**src/rtl/frame_pkg.sv**
```systemverilog
// Shared constants and FSM encoding for the frame reader and its pixel counter.
package frame_pkg;
    localparam int FRAME_W      = 240;
    localparam int FRAME_H      = 240;
    localparam int FRAME_PIXELS = FRAME_W * FRAME_H;
    localparam int ADDR_W       = 16;
    localparam int COLOUR_W     = 3;
    localparam int XY_W         = 8;

    typedef enum logic [2:0] {
        ST_IDLE    = 3'd0,
        ST_FETCH   = 3'd1,
        ST_WAIT    = 3'd2,
        ST_PRESENT = 3'd3,
        ST_DONE    = 3'd4
    } state_e;
endpackage

```
**src/rtl/pixel_xy_counter.sv**
```systemverilog
// Raster position counter: linear pixel index plus column/row, with a last-pixel flag.
module pixel_xy_counter
    import frame_pkg::*;
#(
    parameter int W = frame_pkg::FRAME_W,
    parameter int H = frame_pkg::FRAME_H
) (
    input  logic              clk,
    input  logic              resetn,
    input  logic              clear,
    input  logic              advance,
    output logic [ADDR_W-1:0] index,
    output logic [XY_W-1:0]   x,
    output logic [XY_W-1:0]   y,
    output logic              last
);
    localparam logic [ADDR_W-1:0] LAST_IDX = ADDR_W'(W * H - 1);
    localparam logic [XY_W-1:0]   X_LAST   = XY_W'(W - 1);

    logic [ADDR_W-1:0] index_q, index_d;
    logic [XY_W-1:0]   x_q, x_d;
    logic [XY_W-1:0]   y_q, y_d;

    // Next position: clear wins; advance never steps past the final pixel.
    always_comb begin
        index_d = index_q;
        x_d     = x_q;
        y_d     = y_q;
        if (clear) begin
            index_d = {ADDR_W{1'b0}};
            x_d     = {XY_W{1'b0}};
            y_d     = {XY_W{1'b0}};
        end else if (advance && (index_q != LAST_IDX)) begin
            index_d = index_q + 16'd1;
            if (x_q == X_LAST) begin
                x_d = {XY_W{1'b0}};
                y_d = y_q + 8'd1;
            end else begin
                x_d = x_q + 8'd1;
                y_d = y_q;
            end
        end else begin
            index_d = index_q;
        end
    end

    // Position registers.
    always_ff @(posedge clk or negedge resetn) begin
        if (!resetn) begin
            index_q <= {ADDR_W{1'b0}};
            x_q     <= {XY_W{1'b0}};
            y_q     <= {XY_W{1'b0}};
        end else begin
            index_q <= index_d;
            x_q     <= x_d;
            y_q     <= y_d;
        end
    end

    assign index = index_q;
    assign x     = x_q;
    assign y     = y_q;
    assign last  = (index_q == LAST_IDX);
endmodule

```
**src/rtl/frame_reader.sv**
```systemverilog
// Walks a frame buffer in raster order, fetching each pixel and handing it to a plotter.
module frame_reader #(
    parameter int FRAME_W  = frame_pkg::FRAME_W,
    parameter int FRAME_H  = frame_pkg::FRAME_H,
    parameter int COLOUR_W = frame_pkg::COLOUR_W
) (
    input  logic                         clk,
    input  logic                         resetn,
    input  logic                         start,
    output logic [frame_pkg::ADDR_W-1:0] rd_addr,
    input  logic [COLOUR_W-1:0]          rd_data,
    output logic [frame_pkg::XY_W-1:0]   x,
    output logic [frame_pkg::XY_W-1:0]   y,
    output logic [COLOUR_W-1:0]          colour,
    output logic                         plot,
    input  logic                         ready,
    output logic                         busy,
    output logic                         done
);
    import frame_pkg::*;

    state_e              state_q, state_d;
    logic [COLOUR_W-1:0] colour_q, colour_d;
    logic                plot_q, plot_d;
    logic                busy_q, busy_d;
    logic                done_q, done_d;
    logic                cnt_clear_s, cnt_advance_s, cnt_last_s;
    logic [ADDR_W-1:0]   index_s;
    logic [XY_W-1:0]     x_s, y_s;

    pixel_xy_counter #(.W(FRAME_W), .H(FRAME_H)) u_cnt (
        .clk     (clk),
        .resetn  (resetn),
        .clear   (cnt_clear_s),
        .advance (cnt_advance_s),
        .index   (index_s),
        .x       (x_s),
        .y       (y_s),
        .last    (cnt_last_s)
    );

    // Next state, counter control and colour capture.
    always_comb begin
        state_d       = state_q;
        colour_d      = colour_q;
        cnt_clear_s   = 1'b0;
        cnt_advance_s = 1'b0;
        case (state_q)
            ST_IDLE: begin
                if (start) begin
                    state_d     = ST_FETCH;
                    cnt_clear_s = 1'b1;
                end else begin
                    state_d = ST_IDLE;
                end
            end
            ST_FETCH: state_d = ST_WAIT;
            ST_WAIT: begin
                colour_d = rd_data;
                state_d  = ST_PRESENT;
            end
            ST_PRESENT: begin
                if (ready && cnt_last_s) begin
                    state_d = ST_DONE;
                end else if (ready) begin
                    cnt_advance_s = 1'b1;
                    state_d       = ST_FETCH;
                end else begin
                    state_d = ST_PRESENT;
                end
            end
            ST_DONE: begin
                cnt_clear_s = 1'b1;
                state_d     = ST_IDLE;
            end
            default: begin
                cnt_clear_s = 1'b1;
                state_d     = ST_IDLE;
            end
        endcase
        // Status flags are decoded from the next state so they register in step with it.
        plot_d = (state_d == ST_PRESENT);
        busy_d = (state_d != ST_IDLE);
        done_d = (state_d == ST_DONE);
    end

    // State and registered status outputs.
    always_ff @(posedge clk or negedge resetn) begin
        if (!resetn) begin
            state_q  <= ST_IDLE;
            colour_q <= {COLOUR_W{1'b0}};
            plot_q   <= 1'b0;
            busy_q   <= 1'b0;
            done_q   <= 1'b0;
        end else begin
            state_q  <= state_d;
            colour_q <= colour_d;
            plot_q   <= plot_d;
            busy_q   <= busy_d;
            done_q   <= done_d;
        end
    end

    assign rd_addr = index_s;
    assign x       = x_s;
    assign y       = y_s;
    assign colour  = colour_q;
    assign plot    = plot_q;
    assign busy    = busy_q;
    assign done    = done_q;
endmodule

```
**config.mk**
```make
export PLATFORM = sky130hd
export DESIGN_NAME = frame_reader
export DESIGN_NICKNAME = d
export VERILOG_FILES = /design/src/rtl/frame_pkg.sv /design/src/rtl/pixel_xy_counter.sv /design/src/rtl/frame_reader.sv
export SDC_FILE = /design/constraint.sdc
export NUM_CORES = 1
export LEC_CHECK = 0
export CAP_MARGIN = 10
export CORE_MARGIN = 2
export CORE_UTILIZATION = 46
export DETAILED_ROUTE_END_ITERATION = 10
export MAX_ROUTING_LAYER = met4
export PLACE_DENSITY_LB_ADDON = 0.2
export REMOVE_ABC_BUFFERS = 1
export SLEW_MARGIN = 20
export SYNTH_ARGS = -nofsm -noshare
export SYNTH_HDL_FRONTEND = slang
export SYNTH_SLANG_ARGS = --single-unit
export TNS_END_PERCENT = 50
```
**constraint.sdc**
```tcl
create_clock -name clk -period 1.8 [get_ports clk]
set_input_delay 0.36 -clock clk [delete_from_list [all_inputs] [get_ports clk]]
set_output_delay 0.36 -clock clk [all_outputs]
set_load 0.05 [all_outputs]
```
Yosys cells after proc, flatten, opt, wreduce, memory -nomap -nowiden
Index checks and enable logic that the tools add are counted.
- word-level logic and storage cells: 44
- input bits: 7
- bits in registers: 41
- equality and inequality tests: 8
- add/subtract/negate cells: 3
- multiplexer cells: 17
- reduce and logical (&&, ||, !) cells: 8
- operator list (operator ; count):
    $mux 8 ; 6
    $mux 16 ; 2
    $add 16x1->16 const B ; 1
    $add 8x1->8 const B ; 2
    $eq 16x16->1 const B ; 1
    $ne 16x16->1 const B ; 1
    $pmux 3 s4 ; 1
    $eq 3x2->1 const B ; 3
    $eq 8x8->1 const B ; 1
    $mux 1 ; 5
    $reduce_bool 2->1 ; 2
    $eq 3x1->1 const B ; 1
    $eq 3x3->1 const B ; 1
    $logic_not 3->1 ; 1
    $mux 3 ; 1
    $reduce_bool 3->1 ; 1
    $reduce_or 3->1 ; 1
    $logic_and 1x1->1 ; 2
    $mux 2 ; 1
    $pmux 1 s2 ; 1
    $reduce_and 2->1 ; 1

Longest topological paths before layout
- word-level depth: 7
- mapped depth: 7
- gate-level depth less buffers: 5

Modules after synthesis
From an unflattened synthesis, not the netlist that was laid out.
- cell total of the unflattened synthesis: 229
- area, all modules: 2258.4 sq um
- by module, submodules not included (module ; cells each ; area an instance (sq um) ; seq. area each (sq um) ; times used):
    pixel_xy_counter ; 202 ; 1884.3 ; 800.8 ; 1
    frame_reader ; 27 ; 374.1 ; 225.2 ; 1

Worst setup path before layout
OpenSTA, ideal clock, no wires.
- kind: register to register
- from: reg u_cnt.index_q[3], in the netlist u_cnt.index[3]
- to: reg u_cnt.index_q[15], in the netlist u_cnt.index[15]
- library setup time: 0.078 ns
- clock period less this slack: 2.258 ns
- data arrival time: 2.180 ns
- path slack: -0.458 ns
- buffers on the path: 1
- cell stages (with the launch flop): 6
- cell sequence: dfrtp_1 > nand4_2 > or4_1 > buf_2 > or4_1 > a21oi_1
- cells in the longest elaborated chain, start to end: 6
- ends and longest elaborated chain (element ; line ; text):
    from (decl) ; pixel_xy_counter.sv:20 ; logic [ADDR_W-1:0] index_q, index_d;
    from (signal assigned) ; pixel_xy_counter.sv:50 ; index_q <= {ADDR_W{1'b0}};
    from (signal assigned) ; pixel_xy_counter.sv:54 ; index_q <= index_d;
    parallel branches: the longest is 6 deep, another holds $add 16x1->16 ; n/a ;
Several ways; the timed one is not identified. The select of a mux whose other input is x is not followed.
A chain may end at the register's enable or synchronous reset.

Worst setup path after layout
Same ends and word-level chain as after synthesis.

==> run summary <==
status: finished, violations left
violated checks: setup timing
Setup WS post-layout: -0.0544 ns
RR Startpoint: u_cnt.index[3]$_DFFE_PN0P_
Post-DRT Antenna Nets: 0
Post-CTS Hold Fix Bufs: 0
count leader, synth: dfrtp_1
CP max stage cell: or4_4
IO Count: 45
number of global-route vias before repair: 2011
Initial Utilization: 46.8%
number of synthesized register bits: 41
Post-synth EDFFs: 0
Worst slew margin: 64.5%
largest net degree at the start of global routing: 42
Die W: 72.9 um
Unique masters post-synth: 42
crit path time final: 1.85 ns
Pre-antenna DRT Iters: 4
synth warn: 0
ranking of synthesized cells by area: dfrtp_1 (47%), mux2i_1 (5.0%), or3_1 (3.7%)
Leakage: 1.44 nW
htree depth: 2
TritonCTS Buffers: 5
Hold Vio Cnt, Final: 0
Setup Crit Path Kind: flip-flop to flip-flop
Max Freq: 0.539 GHz
Seq/Total Area, Yosys: 47.0%
pins over their slew limit: 0
share of the synthesized area in the top cell type: 47.0%
Synth area leader: dfrtp_1
DRC: 0
Max stage delay on crit path: 0.55 ns
Total GRT Usage: 24.0%
Final period util: 103%
Post-Syn Instances: 222
Commonest cells post-synth: dfrtp_1 (41), nand2_1 (18), nand3_1 (13), or3_1 (13)
crit-path leading delay family: simple AND/OR/NAND/NOR gates
Max clock buf depth: 2
RSZ-0062 raised after global routing: true
die height: 72.9 um
CP Data Required Time: 2.02 ns
clk slew on worst S/H paths: 0.08 ns
DR WL/cell: 16.1 um
DP HPWL: 3.95 mm
root buffer cell: clkbuf_8
PD cells: 1240 mW/mm2
Design Area, Final: 0.00318 mm2
DP Area: 0.00286 mm2
worst-margin pin slew: 0.533 ns
total gr overflow: 0
number of max-cap violations: 0
r2r setup slk: -0.05 ns
clk_lat worst skew: 0.30 ns
final net count: 317
initial antenna violation count: 0
worst reg2reg path depth: 4
# port buffers: 44
Setup Total Neg Slack: -0.0786 ns
Worst setup SP type: flip-flop
mapped cell area: 0.00218 mm2
syn_area_per_cell: 9.83 um2
ys flop type: dfrtp_1
crit end category: flip-flop
ant diodes: 0
num rows: 25
crit path cell chain: nand4_4 > or4_4 > or4_1 > a21oi_1
VDD IR max: 1.00 mV
via count: 2129
Final Wtd Congestion: 0.799
WP buf/inv: 0
Layout Utilization: 68.3%
die footprint: 0.00531 mm2
Reg-to-Reg End: u_cnt.index[15]$_DFFE_PN0P_
routed wire length: 5.81 mm
share of cells above drive strength 1: 39.9%
Worst Skew: 0.00509 ns
CTS tree: done
Starting DRT DRC Count: 124
first-pass GRT wire length: 9.62 mm
worst-path fanout max: 4
via/cell ratio: 5.88
Area Overhead vs Synth: 45.8%
critical path arrival: 2.08 ns
Hold Crit Class: primary input to asynchronous set/reset pin
Final Setup Violations: 3
Core ar.: 0.00466 mm2
Clock Sinks: 41
asr flop ratio synth: 100%
## stage by stage
stage               setup WS (ns)  power, mW  std cells  hold WS (ns)
global route              -0.0845       4.15        362         0.161
floorplan                  -0.515       2.46        207        0.0644
detailed placement         -0.530       3.22        349         0.460
CTS                       -0.0642       3.86        358         0.136
finish                    -0.0544       3.95        362         0.112
global placement           -0.500       3.19        349         0.457
## registers in the layout, indices dropped and copies added (netlist names)
name,cells
u_cnt.index,16
plot,1
u_cnt.y,8
done,1
colour,3
u_cnt.x,8
state_q,3
busy,1
## worst register-to-register path: cells and delay by family (launching register included)
family             cells  cell delay, ns
AOI/OAI and AO/OA      1            0.15
and+or+nand+nor        3            1.23
DFF                    1            0.41
## timing repair
item | 4_1_cts | 5_1_grt
resized for setup | 11 | 27
endpoints found under the setup margin | 11 | 24
setup buffers | 1 | 4
pin swaps | 6 | 10
## cell families after synthesis
family | synth area share (%)
DFF | 47.0
AOI/OAI and AO/OA | 12.6
adders and majority gates | 1.72
xor gates and xnor gates | 1.61
muxes | 6.59
buffers and inverters | 3.38
and+or+nand+nor | 27.1
## layer usage
layer / share of wire (%) / track usage [%]
met3: 6.1 / 3.73
met5: 0 / -
met1: 44 / 32.4
met2: 49 / 38.0
met4: 0.77 / 6.17
## how the worst max path moves through the flow
| stage | slack, ns | to | from | depth (start not counted) |
|---|---|---|---|---|
| 5_1_grt | -0.08 | u_cnt.index[15]$_DFFE_PN0P_ | u_cnt.index[5]$_DFFE_PN0P_ | 4 |
| 4_1_cts | -0.06 | u_cnt.index[15]$_DFFE_PN0P_ | u_cnt.index[6]$_DFFE_PN0P_ | 4 |
| 2_1_floorplan | -0.51 | u_cnt.x[5]$_DFFE_PN0P_ | u_cnt.x[0]$_DFFE_PN0P_ | 5 |
| 6_report | -0.05 | u_cnt.index[15]$_DFFE_PN0P_ | u_cnt.index[3]$_DFFE_PN0P_ | 4 |
| 3_5_place_dp | -0.53 | u_cnt.index[15]$_DFFE_PN0P_ | ready | 5 |
| 3_3_place_gp | -0.50 | u_cnt.index[15]$_DFFE_PN0P_ | ready | 5 |
## report_power, final
| group | leakage, nW | internal [mW] | switching [mW] |
|---|---|---|---|
| Clock | 0.0364 | 0.272 | 0.352 |
| Combinational | 0.859 | 0.734 | 1.30 |
| Sequential | 0.541 | 1.12 | 0.173 |
## cell type report
cell class,count,area [um2]
inverters,3,11.3
clock inverters,3,22.5
well taps,54,67.6
fillers,367,1480
flip-flops and latches,41,1030
multi-input cells,163,1260
clock buffers,5,68.8
repair buffers,93,727
## layout by cell type, fill, tap and decap left out, types with 4 or more instances in the layout
cell type / count
buf_4: 84
dfrtp_1: 41
nand2_1: 18
nand3_1: 13
or3_1: 12
nand4_1: 11
mux2i_1: 11
a21oi_1: 9
o21ai_0: 7
nor2_1: 7
o31ai_1: 6
nor4_4: 5
clkbuf_8: 5
and3_1: 4
xnor2_1: 4
nor4_1: 4
clkdlybuf4s50_1: 4
Power figures use the tool's default switching activity.
